File: src/rtl/lsu_pkg.sv
// Shared encodings and widths for the load/store alignment slice.
package lsu_pkg;

   localparam int XLEN = 32;

   typedef enum logic [1:0] {
      ST_B = 2'b00,
      ST_H = 2'b01,
      ST_W = 2'b10
   } store_type_e;

   typedef enum logic [2:0] {
      LD_B  = 3'b000,
      LD_H  = 3'b001,
      LD_W  = 3'b010,
      LD_BU = 3'b100,
      LD_HU = 3'b101
   } load_type_e;

endpackage

File: src/rtl/lsu_data_align_if.sv
// Core-side load/store bus of the alignment block, plus its misalignment status.
interface lsu_data_align_if #(
   parameter int CNT_W = 8
);
   logic [31:0]      addr;
   logic             mem_read;
   logic             mem_write;
   logic [1:0]       store_type;
   logic [31:0]      store_data;
   logic [31:0]      mem_wdata;
   logic [3:0]       mem_wstrb;
   logic [2:0]       load_type;
   logic [31:0]      mem_rdata;
   logic [31:0]      load_data;
   logic             misalign;
   logic             misalign_err_q;
   logic [CNT_W-1:0] misalign_cnt;

   modport master (
      output addr, mem_read, mem_write, store_type, store_data, load_type, mem_rdata,
      input  mem_wdata, mem_wstrb, load_data, misalign, misalign_err_q, misalign_cnt
   );

   modport slave (
      input  addr, mem_read, mem_write, store_type, store_data, load_type, mem_rdata,
      output mem_wdata, mem_wstrb, load_data, misalign, misalign_err_q, misalign_cnt
   );
endinterface

File: src/rtl/lsu_misalign_mon.sv
// Registered misalignment pulse and saturating misaligned-access counter.
module lsu_misalign_mon #(
   parameter int CNT_W = 8
) (
   input  logic             clk,
   input  logic             rst_n,
   input  logic             misalign_i,
   output logic             misalign_err_q_o,
   output logic [CNT_W-1:0] misalign_cnt_o
);

   logic             err_q;
   logic [CNT_W-1:0] cnt_q, cnt_d;

   always_comb begin
      cnt_d = cnt_q;
      if (misalign_i && (cnt_q != '1)) cnt_d = cnt_q + 1'b1;
   end

   always_ff @(posedge clk or negedge rst_n) begin
      if (!rst_n) begin
         err_q <= 1'b0;
         cnt_q <= '0;
      end else begin
         err_q <= misalign_i;
         cnt_q <= cnt_d;
      end
   end

   assign misalign_err_q_o = err_q;
   assign misalign_cnt_o   = cnt_q;

endmodule

File: src/rtl/lsu_data_align.sv
// Byte-lane store replication/strobes and load extraction/extension for a 32-bit RAM.
// MISALIGN_TRAP_EN: suppress misaligned accesses and enable the misalignment monitor.
module lsu_data_align
   import lsu_pkg::*;
#(
   parameter int CNT_W = 8
) (
   input logic              clk,
   input logic              rst_n,
   lsu_data_align_if.slave  bus
);

   logic [1:0]      off;
   logic [XLEN-1:0] wdata_raw;
   logic [3:0]      wstrb_raw;
   logic [XLEN-1:0] ldata_raw;
   logic [7:0]      lb;
   logic [15:0]     lh;
   logic            st_mis, ld_mis;
   logic            unused_addr;

   assign off         = bus.addr[1:0];
   assign unused_addr = ^bus.addr[31:2];

   always_comb begin
      wdata_raw = bus.store_data;
      wstrb_raw = 4'b0000;
      st_mis    = 1'b0;
      case (bus.store_type)
         ST_B: begin
            wdata_raw = {4{bus.store_data[7:0]}};
            wstrb_raw = 4'b0001 << off;
         end
         ST_H: begin
            wdata_raw = {2{bus.store_data[15:0]}};
            wstrb_raw = off[1] ? 4'b1100 : 4'b0011;
            st_mis    = off[0];
         end
         ST_W: begin
            wstrb_raw = 4'b1111;
            st_mis    = (off != 2'b00);
         end
         default: ;
      endcase
   end

   assign lb = bus.mem_rdata[{off, 3'b000} +: 8];
   assign lh = off[1] ? bus.mem_rdata[31:16] : bus.mem_rdata[15:0];

   always_comb begin
      ldata_raw = '0;
      ld_mis    = 1'b0;
      case (bus.load_type)
         LD_B:  ldata_raw = {{24{lb[7]}}, lb};
         LD_BU: ldata_raw = {24'h0, lb};
         LD_H: begin
            ldata_raw = {{16{lh[15]}}, lh};
            ld_mis    = off[0];
         end
         LD_HU: begin
            ldata_raw = {16'h0, lh};
            ld_mis    = off[0];
         end
         LD_W: begin
            ldata_raw = bus.mem_rdata;
            ld_mis    = (off != 2'b00);
         end
         default: ;
      endcase
   end

   assign bus.mem_wdata = wdata_raw;

`ifdef MISALIGN_TRAP_EN
   logic misalign;
   logic unused;

   assign misalign      = (bus.mem_read & ld_mis) | (bus.mem_write & st_mis);
   assign bus.misalign  = misalign;
   assign bus.mem_wstrb = (bus.mem_write & st_mis) ? 4'b0000 : wstrb_raw;
   assign bus.load_data = (bus.mem_read & ld_mis) ? '0 : ldata_raw;
   assign unused        = unused_addr;

   lsu_misalign_mon #(.CNT_W(CNT_W)) u_mon (
      .clk              (clk),
      .rst_n            (rst_n),
      .misalign_i       (misalign),
      .misalign_err_q_o (bus.misalign_err_q),
      .misalign_cnt_o   (bus.misalign_cnt)
   );
`else
   // Status is tied off here, so the clock, reset and misalignment decode go unused.
   logic unused;

   assign bus.misalign       = 1'b0;
   assign bus.misalign_err_q = 1'b0;
   assign bus.misalign_cnt   = {CNT_W{1'b0}};
   assign bus.mem_wstrb      = wstrb_raw;
   assign bus.load_data      = ldata_raw;
   assign unused             = ^{unused_addr, clk, rst_n, st_mis, ld_mis,
                                 bus.mem_read, bus.mem_write};
`endif

endmodule

File: src/flat_wrapper.sv
// flat-port wrapper written by rule: the top's interface ports become plain ports
module lsu_data_align_flat import lsu_pkg::*;
#(
   parameter int CNT_W = 8
)
  (clk, rst_n, bus_addr, bus_mem_read, bus_mem_write, bus_store_type, bus_store_data, bus_load_type, bus_mem_rdata, bus_mem_wdata, bus_mem_wstrb, bus_load_data, bus_misalign, bus_misalign_err_q, bus_misalign_cnt);
  lsu_data_align_if #(.CNT_W(CNT_W)) bus_i ();
  input logic clk;
  input logic rst_n;
  input wire logic [$bits(bus_i.addr)-1:0] bus_addr;
  input wire logic [$bits(bus_i.mem_read)-1:0] bus_mem_read;
  input wire logic [$bits(bus_i.mem_write)-1:0] bus_mem_write;
  input wire logic [$bits(bus_i.store_type)-1:0] bus_store_type;
  input wire logic [$bits(bus_i.store_data)-1:0] bus_store_data;
  input wire logic [$bits(bus_i.load_type)-1:0] bus_load_type;
  input wire logic [$bits(bus_i.mem_rdata)-1:0] bus_mem_rdata;
  output wire logic [$bits(bus_i.mem_wdata)-1:0] bus_mem_wdata;
  output wire logic [$bits(bus_i.mem_wstrb)-1:0] bus_mem_wstrb;
  output wire logic [$bits(bus_i.load_data)-1:0] bus_load_data;
  output wire logic [$bits(bus_i.misalign)-1:0] bus_misalign;
  output wire logic [$bits(bus_i.misalign_err_q)-1:0] bus_misalign_err_q;
  output wire logic [$bits(bus_i.misalign_cnt)-1:0] bus_misalign_cnt;
  assign bus_i.addr = bus_addr;
  assign bus_i.mem_read = bus_mem_read;
  assign bus_i.mem_write = bus_mem_write;
  assign bus_i.store_type = bus_store_type;
  assign bus_i.store_data = bus_store_data;
  assign bus_i.load_type = bus_load_type;
  assign bus_i.mem_rdata = bus_mem_rdata;
  assign bus_mem_wdata = bus_i.mem_wdata;
  assign bus_mem_wstrb = bus_i.mem_wstrb;
  assign bus_load_data = bus_i.load_data;
  assign bus_misalign = bus_i.misalign;
  assign bus_misalign_err_q = bus_i.misalign_err_q;
  assign bus_misalign_cnt = bus_i.misalign_cnt;
  lsu_data_align #(.CNT_W(CNT_W)) u_core (.clk(clk), .rst_n(rst_n), .bus(bus_i));
endmodule
File: config.mk
export PLATFORM = sky130hd
export DESIGN_NAME = lsu_data_align_flat
export DESIGN_NICKNAME = d
export VERILOG_FILES = /design/src/rtl/lsu_pkg.sv /design/src/rtl/lsu_data_align_if.sv /design/src/rtl/lsu_misalign_mon.sv /design/src/rtl/lsu_data_align.sv /design/src/flat_wrapper.sv
export SDC_FILE = /design/constraint.sdc
export NUM_CORES = 1
export LEC_CHECK = 0
export ABC_AREA = 1
export CAP_MARGIN = 10
export CELL_PAD_IN_SITES_DETAIL_PLACEMENT = 1
export CELL_PAD_IN_SITES_GLOBAL_PLACEMENT = 1
export CORE_MARGIN = 2
export CORE_UTILIZATION = 15
export DETAILED_ROUTE_END_ITERATION = 7
export PLACE_DENSITY_LB_ADDON = 0.25
export SLEW_MARGIN = 20
export SYNTH_ARGS = -nofsm -noshare
export SYNTH_HDL_FRONTEND = slang
export SYNTH_HIERARCHICAL = 1
export SYNTH_SLANG_ARGS = --single-unit
File: constraint.sdc
create_clock -name vclk -period 2.6
set_input_delay 0.39 -clock vclk [all_inputs]
set_output_delay 0.39 -clock vclk [all_outputs]
set_load 0.01 [all_outputs]
==> After elaboration in Yosys (flattened, before gate mapping) <==
Index checks and enable logic that the tools add are counted.
{ "word_totals": {"regBits": 0, "inputBits": 105, "wordCells": 15} }
{ "classes": {"eq_ne": 6, "n_shift": 2, "mux": 5, "n_reduce_logical": 2} }
{ "op_table": {"columns": ["operator", "n"], "rows": [
  ["$pmux 32 s5", 1],
  ["$pmux 32 s2", 1],
  ["$shiftx 32x6->8", 1],
  ["$mux 16", 1],
  ["$pmux 4 s3", 1],
  ["$eq 3x3->1 const B", 2],
  ["$mux 4", 1],
  ["$shl 1x2->4 const A", 1],
  ["$eq 3x1->1 const B", 1],
  ["$eq 3x2->1 const B", 1],
  ["$logic_not 3->1", 1],
  ["$eq 2x1->1 const B", 1],
  ["$eq 2x2->1 const B", 1],
  ["$logic_not 2->1", 1]
]} }

==> Depth between registers and ports, before layout <==
Gate-level depths: netlist (run 1).
{ "depth": {"ltp_word": 2, "ltp_mapped": 8, "mapped_depth_nobuf": 7} }

==> Worst setup path before layout (run 1) <==
Ideal clock, no wire load.
{ "synth_path": {"path_type": "input port to output port", "start": "input port bus_load_type[0]", "end": "output port bus_load_data[16]", "arrival_ns": 1.190, "required_ns": 2.210, "slack_ns": 1.020, "path_stages": 6, "path_buffers": 1, "cell_sequence": "nor2_2 > nand2_2 > buf_4 > nor2_1 > nor2_1 > nand2_1"} }
{ "synth_via": {"elab_chain_cells": 2, "elab_cells_between_ends": 6, "cone_classes": "eq/ne (4); mux (1); reduce/logical (1)"} }
{ "synth_rtl": {"columns": ["item", "line", "source"], "rows": [
  ["start, declared", "flat_wrapper.sv:15", "input wire logic [$bits(bus_i.load_type)-1:0] bus_load_type;"],
  ["$eq 3x2->1 (tied with other cells)", null, null],
  ["$pmux 32 s5 (*)", "lsu_data_align.sv:53", "case (bus.load_type)"],
  ["end, declared", "flat_wrapper.sv:19", "output wire logic [$bits(bus_i.load_data)-1:0] bus_load_data;"]
]} }
Mark *: on every way between the ends. The rest lies on a longest branch, timed or not.

==> Worst setup path after layout (run 1) <==
{ "layout_path": {"start": "input port bus_load_type[2]", "end": "output port bus_load_data[20]"} }
Same word-level chain as after synthesis.

==> metrics.csv, run 1 <==
metric,value,unit
clockPowerShare,0,
nFlopsAndLatches,0,
yosysSeqAreaShare,0,
coreArea,0.009594,mm^2
path_cells,clkdlybuf4s50_1 -> nor2_2 -> nand2_2 -> buf_4 -> nor2_1 -> nor2_1 -> nand2_1 -> clkdlybuf4s50_1,
start_util,0.1522,
synth.cell_area,0.001460,mm^2
dpl.cell_count,615,
path_max_fanout,6,
min-delay-path-class,in2out,
power.switching,247.6,uW
grt.total_usage,0.1336,
drv_slew,0,
max_freq,0.4058,GHz
start_kind,primary input,
setup_viol,0,
synth_top_area_cell,nand2_1,
cp_top_family,buffers and inverters,
grt_pass1_vias,2414,
grt_pass1_wl,11480,um
p_int,307.6,uW
slowest_stage,clkdlybuf4s50_1,
yosysUniqueCellTypes,17,
syn_inst,338,
place.gp.congestion,0.8073,
rows,36,
postSynthAreaPerCell,4.320,um^2
pwr-share-comb,1.000,
rsz0062_at_grt,false,
io_pins,183,
dieWidth,102.7,um
vdd_drop_max,0.06446,mV
wirelength,7533,um
die_area,0.01054,mm^2
nFillCells,1308,
drc_errors,0,
vias_per_cell,4.036,
hold_violations,0,
regArea,0,um^2
outcome,"finished, final reports clean",
synth_most_common_cell,nand2_1,
cp_slowest_stage_delay,0.53,ns
multiInputGateArea,0.001105,mm^2
stdcell_count,616,
vias,2486,
holdWs,1.513,ns
cts_setup_buffers,0,
nNetsFinal,589,
cp.buffers_inverters,3,
synth_top_area_share,0.4190,
fin_crit_sh,0.9477,
area_delta_synth_final,112.8,%
switching_share,0.4460,
grt_overflow,0,
antenna_found_initial,1,
finalCriticalPeriod,2.464,ns
die_height,102.7,um
end_kind,primary output,
port_buffers,139,
cp.required,2.21,ns
firstDrtPassIters,3,
grt_start_max_net_pins,20,
p_seq_frac,0,
detail-route-antenna-nets,0,
cap_viol_max_count,0,
powerDensity,178.7,mW/mm^2
leakage,1.819,nW
yosys-top-cells-count,"163 x nand2_1, 48 x inv_1, 38 x nor2_1",
crit_arrival,2.07,ns
critPathKind,in2out,
hpwlAfterDp,6498,um
nClkBuffers,0,
layout-drive-gt1-share,0.07884,
cts_hold_buf,0,
drt_iter0_drc,67,
power,555.3,uW
wl_per_cell,12.23,um
synth_area_leaders,"nand2_1 42%, inv_1 12%, buf_4 11%",
yosys_warnings,6,
## power groups by stage
stage	clock network (mW)	logic [mW]	registers, mW
2_1_floorplan	0	0.229	0
3_3_place_gp	0	0.559	0
3_5_place_dp	0	0.564	0
4_1_cts	0	0.567	0
5_1_grt	0.0000000514	0.611	0
6_report	0.0000000514	0.555	0
## layout by cell type (no fill, tap or decap), types with 8 or more instances in the layout
cell type        synthesis  final
nand2_1                163    161
dlymetal6s2s_1           0     12
clkdlybuf4s50_1          0    125
o211ai_1                 8      8
o21ai_0                 12     12
inv_1                   48     48
nand3_1                 27     27
buf_4                   22     22
conb_1                   1     10
nor2_1                  38     38
## per-stage QoR
step	worst slack (ns)	utilization	area [um^2]	setup TNS, ns
after floorplan	1.021	-	1494	0
after global placement	-0.07229	0.3190	3060	-0.9030
after detailed placement	-0.06837	0.3190	3060	-1.082
after CTS	0.03092	0.3191	3062	0
after global routing	0.001852	0.3238	3107	0
final	0.1359	0.3238	3107	0
## metal layers
metal  vias up  GRT usage  wire length, um
met4         0   0.001026                0
met2        90     0.2499             3557
li1       1273          -                -
met1      1123     0.1664             3243
met3         0    0.02847              732
met5         -          0                0
## cell type report
| type | count | share of cell area |
|---|---|---|
| timing repair buffer | 165 | 0.5272 |
| multi-input combinational | 265 | 0.3556 |
| inverter | 52 | 0.06283 |
| tap | 133 | 0.05356 |
| antenna | 1 | 0.0008055 |
## what timing repair did
action,4_1_cts,5_1_grt
endpoints found under the setup margin,26,28
gates resized for setup,3,16
pin swaps,0,1
## path summary, 6_finish.rpt
| check | startpoint | end | slack (ns) | cells after the start |
|---|---|---|---|---|
| worst min-delay path | bus_addr[1] | bus_load_data[15] | 1.51 | 8 |
| worst max-delay path | bus_load_type[2] | bus_load_data[20] | 0.14 | 8 |
## cells by family (layout without fill, tap and decap cells)
| group | after synthesis | count (layout) | share of synthesized area |
|---|---|---|---|
| buf+inv | 82 | 217 | 0.2699 |
| compound gates | 21 | 21 | 0.08569 |
| simple gates | 234 | 234 | 0.6418 |
| other cells | 1 | 11 | 0.002568 |
Note: power is estimated with default switching activity, not from simulation.
==> inputs of run 2 (changes only) <==
--- a/config.mk
+++ b/config.mk
@@ -6,6 +6,7 @@
 export NUM_CORES = 1
 export LEC_CHECK = 0
 export ABC_AREA = 1
+export ABC_CLOCK_PERIOD_IN_PS = 2600
 export CAP_MARGIN = 10
 export CELL_PAD_IN_SITES_DETAIL_PLACEMENT = 1
 export CELL_PAD_IN_SITES_GLOBAL_PLACEMENT = 1
==> results of run 2 <==
Same layout as run 1: the final DEF is identical, and so are final timing and power.
